File: src/rtl/altera_tse_xcvr_reset_responder.sv
// Transceiver-side stand-in for the Stratix IV reset/status handshake: models PLL lock,
// offset-cancellation busy and CDR lock-to-data timing, and flags reset-ordering mistakes.
`timescale 1ns/1ps

module altera_tse_xcvr_reset_responder #(
   parameter int unsigned pll_lock_cycles = 20,
   parameter int unsigned oc_busy_cycles  = 16,
   parameter int unsigned ltd_cycles      = 12
) (
   input  logic clock,
   input  logic reset,
   input  logic pll_powerdown,
   input  logic tx_digitalreset,
   input  logic rx_analogreset,
   input  logic rx_digitalreset,
   input  logic gxb_powerdown,
   input  logic rx_signal_present,
   input  logic err_clear,
   output logic pll_is_locked,
   output logic rx_oc_busy,
   output logic rx_is_lockedtodata,
   output logic err_tx_early,
   output logic err_rx_order,
   output logic err_rx_early
);

   localparam int unsigned PLL_CW = $clog2(pll_lock_cycles + 1);
   localparam int unsigned OC_CW  = $clog2(oc_busy_cycles + 1);
   localparam int unsigned LTD_CW = $clog2(ltd_cycles + 1);

   localparam logic [PLL_CW-1:0] PLL_LAST = PLL_CW'(pll_lock_cycles);
   localparam logic [OC_CW-1:0]  OC_LAST  = OC_CW'(oc_busy_cycles);
   localparam logic [LTD_CW-1:0] LTD_LAST = LTD_CW'(ltd_cycles);

   typedef enum logic [1:0] {PLL_OFF, PLL_LOCKING, PLL_LOCKED} pll_state_t;
   typedef enum logic [1:0] {OC_IDLE, OC_BUSY, OC_DONE}        oc_state_t;
   typedef enum logic [1:0] {CDR_RESET, CDR_LTR, CDR_LTD}      cdr_state_t;

   pll_state_t        pll_state, pll_state_nxt;
   logic [PLL_CW-1:0] pll_cnt, pll_cnt_nxt;
   logic              pll_lock_nxt;

   oc_state_t         oc_state, oc_state_nxt;
   logic [OC_CW-1:0]  oc_cnt, oc_cnt_nxt;
   logic              oc_busy_nxt;

   cdr_state_t        cdr_state, cdr_state_nxt;
   logic [LTD_CW-1:0] cdr_cnt, cdr_cnt_nxt;
   logic              ltd_nxt;
   logic              cdr_hold;

   logic              tx_prev, rx_prev;
   logic              tx_release, rx_release, chk_en;
   logic              err_tx_early_nxt, err_rx_order_nxt, err_rx_early_nxt;

   // TX PLL: lock timer restarts whenever either powerdown is seen
   always_comb begin
      pll_state_nxt = pll_state;
      pll_cnt_nxt   = pll_cnt;
      pll_lock_nxt  = pll_is_locked;
      if (pll_powerdown | gxb_powerdown) begin
         pll_state_nxt = PLL_OFF;
         pll_cnt_nxt   = '0;
         pll_lock_nxt  = 1'b0;
      end else begin
         case (pll_state)
            PLL_OFF: begin
               pll_state_nxt = PLL_LOCKING;
               pll_cnt_nxt   = '0;
               pll_lock_nxt  = 1'b0;
            end
            PLL_LOCKING: begin
               if (pll_cnt == PLL_LAST) begin
                  pll_state_nxt = PLL_LOCKED;
                  pll_lock_nxt  = 1'b1;
               end else begin
                  pll_cnt_nxt   = pll_cnt + PLL_CW'(1);
               end
            end
            PLL_LOCKED: pll_lock_nxt = 1'b1;
            default: begin
               pll_state_nxt = PLL_OFF;
               pll_cnt_nxt   = '0;
               pll_lock_nxt  = 1'b0;
            end
         endcase
      end
   end

   // Offset cancellation runs once per quad power-up
   always_comb begin
      oc_state_nxt = oc_state;
      oc_cnt_nxt   = oc_cnt;
      oc_busy_nxt  = rx_oc_busy;
      if (gxb_powerdown) begin
         oc_state_nxt = OC_IDLE;
         oc_cnt_nxt   = '0;
         oc_busy_nxt  = 1'b0;
      end else begin
         case (oc_state)
            OC_IDLE: begin
               oc_state_nxt = OC_BUSY;
               oc_cnt_nxt   = '0;
               oc_busy_nxt  = 1'b0;
            end
            OC_BUSY: begin
               if (oc_cnt == OC_LAST) begin
                  oc_state_nxt = OC_DONE;
                  oc_busy_nxt  = 1'b0;
               end else begin
                  oc_cnt_nxt   = oc_cnt + OC_CW'(1);
                  oc_busy_nxt  = 1'b1;
               end
            end
            OC_DONE: oc_busy_nxt = 1'b0;
            default: begin
               oc_state_nxt = OC_IDLE;
               oc_cnt_nxt   = '0;
               oc_busy_nxt  = 1'b0;
            end
         endcase
      end
   end

   // CDR: lock-to-reference until the timer expires, held in reset by any upstream condition
   always_comb begin
      cdr_hold      = rx_analogreset | gxb_powerdown | ~pll_is_locked
                    | ~rx_signal_present | rx_oc_busy;
      cdr_state_nxt = cdr_state;
      cdr_cnt_nxt   = cdr_cnt;
      ltd_nxt       = rx_is_lockedtodata;
      if (cdr_hold) begin
         cdr_state_nxt = CDR_RESET;
         cdr_cnt_nxt   = '0;
         ltd_nxt       = 1'b0;
      end else begin
         case (cdr_state)
            CDR_RESET: begin
               cdr_state_nxt = CDR_LTR;
               cdr_cnt_nxt   = '0;
               ltd_nxt       = 1'b0;
            end
            CDR_LTR: begin
               if (cdr_cnt == LTD_LAST) begin
                  cdr_state_nxt = CDR_LTD;
                  ltd_nxt       = 1'b1;
               end else begin
                  cdr_cnt_nxt   = cdr_cnt + LTD_CW'(1);
               end
            end
            CDR_LTD: ltd_nxt = 1'b1;
            default: begin
               cdr_state_nxt = CDR_RESET;
               cdr_cnt_nxt   = '0;
               ltd_nxt       = 1'b0;
            end
         endcase
      end
   end

   // Sticky ordering checks; a new violation beats a simultaneous clear
   always_comb begin
      chk_en           = ~gxb_powerdown;
      tx_release       = tx_prev & ~tx_digitalreset;
      rx_release       = rx_prev & ~rx_digitalreset;
      err_tx_early_nxt = (chk_en & tx_release & ~pll_is_locked)
                       | (err_tx_early & ~err_clear);
      err_rx_order_nxt = (chk_en & ~rx_digitalreset & rx_analogreset)
                       | (err_rx_order & ~err_clear);
      err_rx_early_nxt = (chk_en & rx_release & ~rx_is_lockedtodata)
                       | (err_rx_early & ~err_clear);
   end

   always_ff @(posedge clock) begin
      if (reset) begin
         pll_state          <= PLL_OFF;
         pll_cnt            <= '0;
         pll_is_locked      <= 1'b0;
         oc_state           <= OC_IDLE;
         oc_cnt             <= '0;
         rx_oc_busy         <= 1'b0;
         cdr_state          <= CDR_RESET;
         cdr_cnt            <= '0;
         rx_is_lockedtodata <= 1'b0;
         tx_prev            <= 1'b0;
         rx_prev            <= 1'b0;
         err_tx_early       <= 1'b0;
         err_rx_order       <= 1'b0;
         err_rx_early       <= 1'b0;
      end else begin
         pll_state          <= pll_state_nxt;
         pll_cnt            <= pll_cnt_nxt;
         pll_is_locked      <= pll_lock_nxt;
         oc_state           <= oc_state_nxt;
         oc_cnt             <= oc_cnt_nxt;
         rx_oc_busy         <= oc_busy_nxt;
         cdr_state          <= cdr_state_nxt;
         cdr_cnt            <= cdr_cnt_nxt;
         rx_is_lockedtodata <= ltd_nxt;
         tx_prev            <= tx_digitalreset;
         rx_prev            <= rx_digitalreset;
         err_tx_early       <= err_tx_early_nxt;
         err_rx_order       <= err_rx_order_nxt;
         err_rx_early       <= err_rx_early_nxt;
      end
   end

endmodule
File: config.mk
export PLATFORM = sky130hd
export DESIGN_NAME = altera_tse_xcvr_reset_responder
export DESIGN_NICKNAME = d
export VERILOG_FILES = /design/src/rtl/altera_tse_xcvr_reset_responder.sv
export SDC_FILE = /design/constraint.sdc
export NUM_CORES = 1
export LEC_CHECK = 0
export CORE_ASPECT_RATIO = 0.9
export CORE_MARGIN = 3
export CORE_UTILIZATION = 45
export CTS_CLUSTER_SIZE = 16
export DETAILED_ROUTE_END_ITERATION = 10
export GPL_TIMING_DRIVEN = 0
export HOLD_SLACK_MARGIN = 0.12
export PLACE_DENSITY = 0.67
export SYNTH_ARGS = -nofsm -noshare
export SYNTH_HDL_FRONTEND = slang
export SYNTH_SLANG_ARGS = --single-unit
File: constraint.sdc
create_clock -name clock -period 2.3 [get_ports clock]
set_input_delay 0.46 -clock clock [delete_from_list [all_inputs] [get_ports clock]]
set_output_delay 0.46 -clock clock [all_outputs]
set_load 0.01 [all_outputs]
==> qor.txt, run 1 <==
Routed Antenna Nets: 0
Max Cap Violations: 0
Antenna diodes: 0
Post-Synthesis Cells: 162
Post-CTS sizing: 0
Critical Path Start: pll_is_locked
Unrepaired setup endpoints after global routing: false
Clock Power Share: 30.1%
Net Sw Frac: 21.8%
Worst-path cell chain: clkdlybuf4s50_1
Initial antenna violation count: 0
Fin Clk Skew: 0.0108 ns
Hold buffers post-CTS: 0
Top cells by area, synth: dfxtp_1 (39%), ha_1 (10%), a21oi_1 (4.2%)
Clk slew on worst S/H paths: 0.15 ns
Drc violations: 0
CP Capture Type: primary output
Routability cong.: 0.806
Fraction of layout cells with a size suffix above 1: 6.15%
Full die area: 0.00391 mm^2
Worst setup SP type: flop
Crit path largest cell delay: 0.57 ns
Psw: 171 uW
Synth cell types: 42
HP Start: gxb_powerdown
Yosys top cell by area: dfxtp_1
Synthesized area: 0.00144 mm^2
Tmin final: 1.78 ns
Syn_nets: 183
CP max FO: 4
1st-pass router iterations: 4
Hold WS: 0.418 ns
Share of the synthesized area in the top cell type: 39.0%
Primary FF master, synth: dfxtp_1
Routed met3 length: 122 um
Worst hold path depth: 2
DR iter-0 viols: 62
WL/cell: 13.2 um
I/O Pins: 15
Top Family by Delay on Critical Path: buffers and inverters
Worst R2R Path Depth: 6
Nets: 201
Power density over cell area: 476 mW/mm^2
Number of setup buffers added after CTS: 0
Metal2 WL: 1330 um
Critical setup path kind: reg2out
Met1 wire length: 1440 um
Clock root cell: clkbuf_4
Tightest Pin Transition: 0.851 ns
Sink Count: 28
Combinational Power Share: 6.8%
Top sig layer: met3
Max IR drop VDD: 0.000323 V
Worst path depth: 1
DP HPWL: 2240 um
Vias in the first global route: 1234
Cell Rows: 18
Leakage: 0.676 nW
Synth Area per Inst: 8.87 um^2
Largest net degree at the start of global routing: 16
Sequential share of power: 63.1%
Setup_tns: 0 ns
Cts bufs inserted: 3
Final Routed Wirelength: 2900 um
CP bufs+invs: 1
CP max stage cell: clkdlybuf4s50_1
Sequential area share after synthesis: 39.0%
Relative slew slack: 42.9%
Number of synthesized flops with an enable pin: 0
Area Growth Syn to Fin: 15.1%
Via count: 1237
Yosys warns: 0
Worst min path class: in2reg
Clock Path Buffers: 2
Data arrival time at the worst-slack endpoint: 1.32 ns
CTS tree: built
Cell-internal power: 615 uW
Status: finished clean
Fmax: 563 MHz
I/O Buffers: 13
Chip height: 59.6 um
FFs w/ async S/R, synth: 0%
Starting Density: 49.8%
First-pass GRT wire length: 5180 um
Via density: 5.65
Global route overflow: 0
Final Hold Vio Count: 0
CTS H-Tree Depth: 1
Design area: 0.00165 mm^2
Worst skew pair latency: 0.33 ns
R2r setup slk: 0.53 ns
Die width: 65.6 um
Period utilization: 77.3%
Area after DPL: 0.00162 mm^2
Final setup fails: 0
Worst r2r src: pll_state[0]
Final Max Tran Viols: 0
Core box area: 0.00288 mm^2
Required @ worst endpoint: 1.84 ns
All-Layer GR Usage: 16.9%
Synth Register Bits: 28
[power groups by stage]
stage	clock network, mW	registers [mW]	logic [mW]
5_1_grt	0.269	0.497	0.0590
6_report	0.237	0.496	0.0537
3_5_place_dp	0	0.507	0.0534
3_3_place_gp	0	0.506	0.0513
2_1_floorplan	0	0.506	0.0275
4_1_cts	0.249	0.496	0.0536
[final timing paths]
| path | endpoint |
|---|---|
| worst max register to register | pll_cnt[3] |
| worst min-delay path | oc_cnt[1] |
| worst min register to register | rx_is_lockedtodata |
| worst max-delay path | pll_is_locked |
[cell usage after synthesis, types with 3 or more instances]
library cell,count
a21oi_1,12
a31oi_1,4
clkbuf_1,4
dfxtp_1,28
ha_1,12
inv_1,15
nand2_1,13
nand3_1,10
nand3b_1,3
nand4b_1,4
nor2_1,8
nor2b_1,3
o211a_1,3
o21ai_0,6
o221a_2,3
[area by class of cell]
type / count / area, um^2
well taps: 40 / 50.0
fillers: 290 / 1230
flip-flops and latches: 28 / 561
multi-input cells: 113 / 795
clock buffers: 4 / 36.3
inverters: 15 / 56.3
repair buffers: 13 / 130
plain buffers: 6 / 25.0
[through the flow]
step | setup slack, ns | cells | total power [mW] | utilization, %
6_report | 0.523 | 219 | 0.786 | 57.3
5_1_grt | 0.384 | 219 | 0.825 | 57.3
4_1_cts | 0.511 | 219 | 0.799 | 57.3
3_5_place_dp | 0.200 | 215 | 0.560 | 56.1
3_3_place_gp | 0.228 | 215 | 0.558 | 56.1
2_1_floorplan | 0.725 | 162 | 0.534 | -
[cells in the final DEF, fill, tap and decap left out, drive strengths merged, types with 2 or more instances in the layout]
cell type	n
and2	2
nand4	2
o211a	3
nor2	8
nand2b	2
clkbuf	9
ha	12
xor2	2
nand3	10
dfxtp	28
nand2	13
a31oi	4
nor4b	2
nor2b	3
o21ai	6
inv	15
mux2i	2
clkdlybuf4s50	13
o221a	3
nand3b	3
a21oi	12
nand4b	4
and3	2
[cells by family after synthesis]
group | count (synthesis) | synth area share, %
DFF | 28 | 39.0
muxes | 2 | 1.39
buffers and inverters | 21 | 5.66
xor gates and xnor gates | 3 | 1.83
and+or+nand+nor | 58 | 23.3
adders and majority gates | 12 | 10.5
AOI/OAI and AO/OA | 38 | 18.3
[registers in the layout, indices dropped and copies added, names as in the netlist]
| register | flops |
|---|---|
| oc_cnt | 5 |
| pll_cnt | 5 |
| cdr_cnt | 4 |
| cdr_state | 2 |
| oc_state | 2 |
| pll_state | 2 |
| err_rx_early | 1 |
| err_rx_order | 1 |
| err_tx_early | 1 |
| pll_is_locked | 1 |
| rx_is_lockedtodata | 1 |
| rx_oc_busy | 1 |
| rx_prev | 1 |
| tx_prev | 1 |
[layer usage]
| metal | vias up | GRT usage [%] |
|---|---|---|
| met5 | - | 0 |
| met4 | 0 | 4.14 |
| met3 | 0 | 4.93 |
| met2 | 30 | 28.6 |
| met1 | 589 | 21.3 |
| li1 | 618 | - |
Note: power is estimated with default switching activity, not from simulation.
==> inputs of run 2 (changes only) <==
==> constraint.sdc (replaced) <==
create_clock -name clock -period 1.9 [get_ports clock]
set_input_delay 0.38 -clock clock [delete_from_list [all_inputs] [get_ports clock]]
set_output_delay 0.38 -clock clock [all_outputs]
set_load 0.01 [all_outputs]
==> qor.txt, run 2 (synthesized netlist as in run 1, its figures left out) <==
Status: finished clean
Clock Path Buffers: 2
Routability cong.: 0.806
Die width: 65.6 um
Tightest Pin Transition: 0.846 ns
Tmin final: 1.71 ns
Worst setup SP type: flop
Drc violations: 0
Final Hold Vio Count: 0
Area after DPL: 0.00162 mm^2
CP max FO: 8
Routed Antenna Nets: 0
DP HPWL: 2240 um
Layout fillers: 290
Cts bufs inserted: 3
All-Layer GR Usage: 16.9%
Global route overflow: 0
CP Capture Type: flop
Required @ worst endpoint: 2.17 ns
Cell Rows: 18
Fmax: 585 MHz
Fraction of layout cells with a size suffix above 1: 6.18%
1st-pass router iterations: 4
First-pass GRT wire length: 5180 um
CTS tree: built
Vias in the first global route: 1234
WL/cell: 13.3 um
Most common cell after layout, fill and taps aside: dfxtp_1
Data arrival time at the worst-slack endpoint: 1.98 ns
Largest net degree at the start of global routing: 16
I/O Pins: 15
Worst Setup Slack, final: 0.190 ns
DR iter-0 viols: 68
Final Routed Wirelength: 2910 um
Worst min path class: in2reg
Unrepaired setup endpoints after global routing: false
Leakage: 0.675 nW
Post-CTS sizing: 0
Antenna diodes: 0
Worst skew pair latency: 0.33 ns
Post-layout utilization of the core: 57.2%
Via density: 5.68
Design area: 0.00165 mm^2
Place WS: -0.120 ns
Initial antenna violation count: 0
Clk slew on worst S/H paths: 0.15 ns
Fin Clk Skew: 0.0145 ns
Starting Density: 49.8%
Area Growth Syn to Fin: 14.8%
Sink Count: 28
Clock root cell: clkbuf_4
CTS H-Tree Depth: 1
Max Cap Violations: 0
Full die area: 0.00391 mm^2
Max IR drop VDD: 0.000391 V
Setup_tns: 0 ns
Relative slew slack: 43.2%
Final setup fails: 0
Final Max Tran Viols: 0
Chip height: 59.6 um
Nets: 200
Via count: 1238
Most frequent cells in the layout: dfxtp_1 (28), inv_1 (15), nand2_1 (13), clkdlybuf4s50_1 (13)
Period utilization: 90.0%
Hold buffers post-CTS: 0
Critical setup path kind: reg2reg
Biggest regs: oc_cnt (5), pll_cnt (5), cdr_cnt (4)
Power density over cell area: 579 mW/mm^2
I/O Buffers: 13
Core box area: 0.00288 mm^2
run 2: cell count changes in the layout (fill, tap and decap cells not counted), sizes merged:
cell,previous run,this run
clkbuf,9,8
run 2: metal layers:
| layer | routed length [um] | vias up | GRT usage, % |
|---|---|---|---|
| met1 | 1430 | 583 | 21.3 |
| met3 | 142 | 2 | 4.93 |
| met2 | 1310 | 36 | 28.6 |
| li1 | - | 617 | - |
| met5 | 0 | - | 0 |
| met4 | 19 | 0 | 4.14 |
run 2: critical path, cell delays in order (launching register included):
cell and delay (ns):
dfxtp_1 0.34, inv_1 0.09, ha_1 0.15, clkbuf_1 0.28, nand2b_1 0.14, or4_1 0.49, a31oi_1 0.17
run 2: what timing repair did:
action / in CTS / in global routing
setup endpoints to repair: 0 / 1
setup buffers: 0 / 0
endpoints found under the hold margin: 0 / 0
run 2: layout make-up:
cell class                      instances  area (um^2)  share of cell area, %
Buffer                                  5         21.3                   1.29
Timing Repair Buffer                   13          130                   7.89
Inverter                               15         56.3                   3.41
Tap cell                               40         50.0                   3.03
Clock buffer                            4         36.3                   2.20
Multi-Input combinational cell        113          795                   48.2
Sequential cell                        28          561                   34.0
run 2: final timing paths:
path,start,slack [ns],depth (start not counted),endpoint
min reg2reg,rx_is_lockedtodata,0.48,2,rx_is_lockedtodata
max,pll_state[1],0.19,6,pll_cnt[3]
max reg2reg,pll_state[1],0.19,6,pll_cnt[3]
min,gxb_powerdown,0.32,2,oc_cnt[1]
run 2: power breakdown:
part / switching [mW] / total [mW] / internal [mW]
sequential: 0.00499 / 0.601 / 0.596
combinational: 0.0326 / 0.0646 / 0.0320
clock: 0.173 / 0.290 / 0.117
total: 0.210 / 0.955 / 0.745
run 2: through the flow:
| step | std cells | hold slack (ns) | total power, mW |
|---|---|---|---|
| 2_1_floorplan | 162 | 0.446 | 0.646 |
| 3_3_place_gp | 215 | 0.453 | 0.675 |
| 3_5_place_dp | 215 | 0.472 | 0.678 |
| 4_1_cts | 219 | 0.326 | 0.967 |
| 5_1_grt | 218 | 0.325 | 0.999 |
| 6_report | 218 | 0.322 | 0.955 |
==> inputs of run 3 (changes only) <==
--- a/config.mk
+++ b/config.mk
@@ -5,6 +5,7 @@
 export SDC_FILE = /design/constraint.sdc
 export NUM_CORES = 1
 export LEC_CHECK = 0
+export ABC_CLOCK_PERIOD_IN_PS = 1900
 export CORE_ASPECT_RATIO = 0.9
 export CORE_MARGIN = 3
 export CORE_UTILIZATION = 45
==> results of run 3 <==
The final DEF is identical to that of run 2; final timing and power are the same.
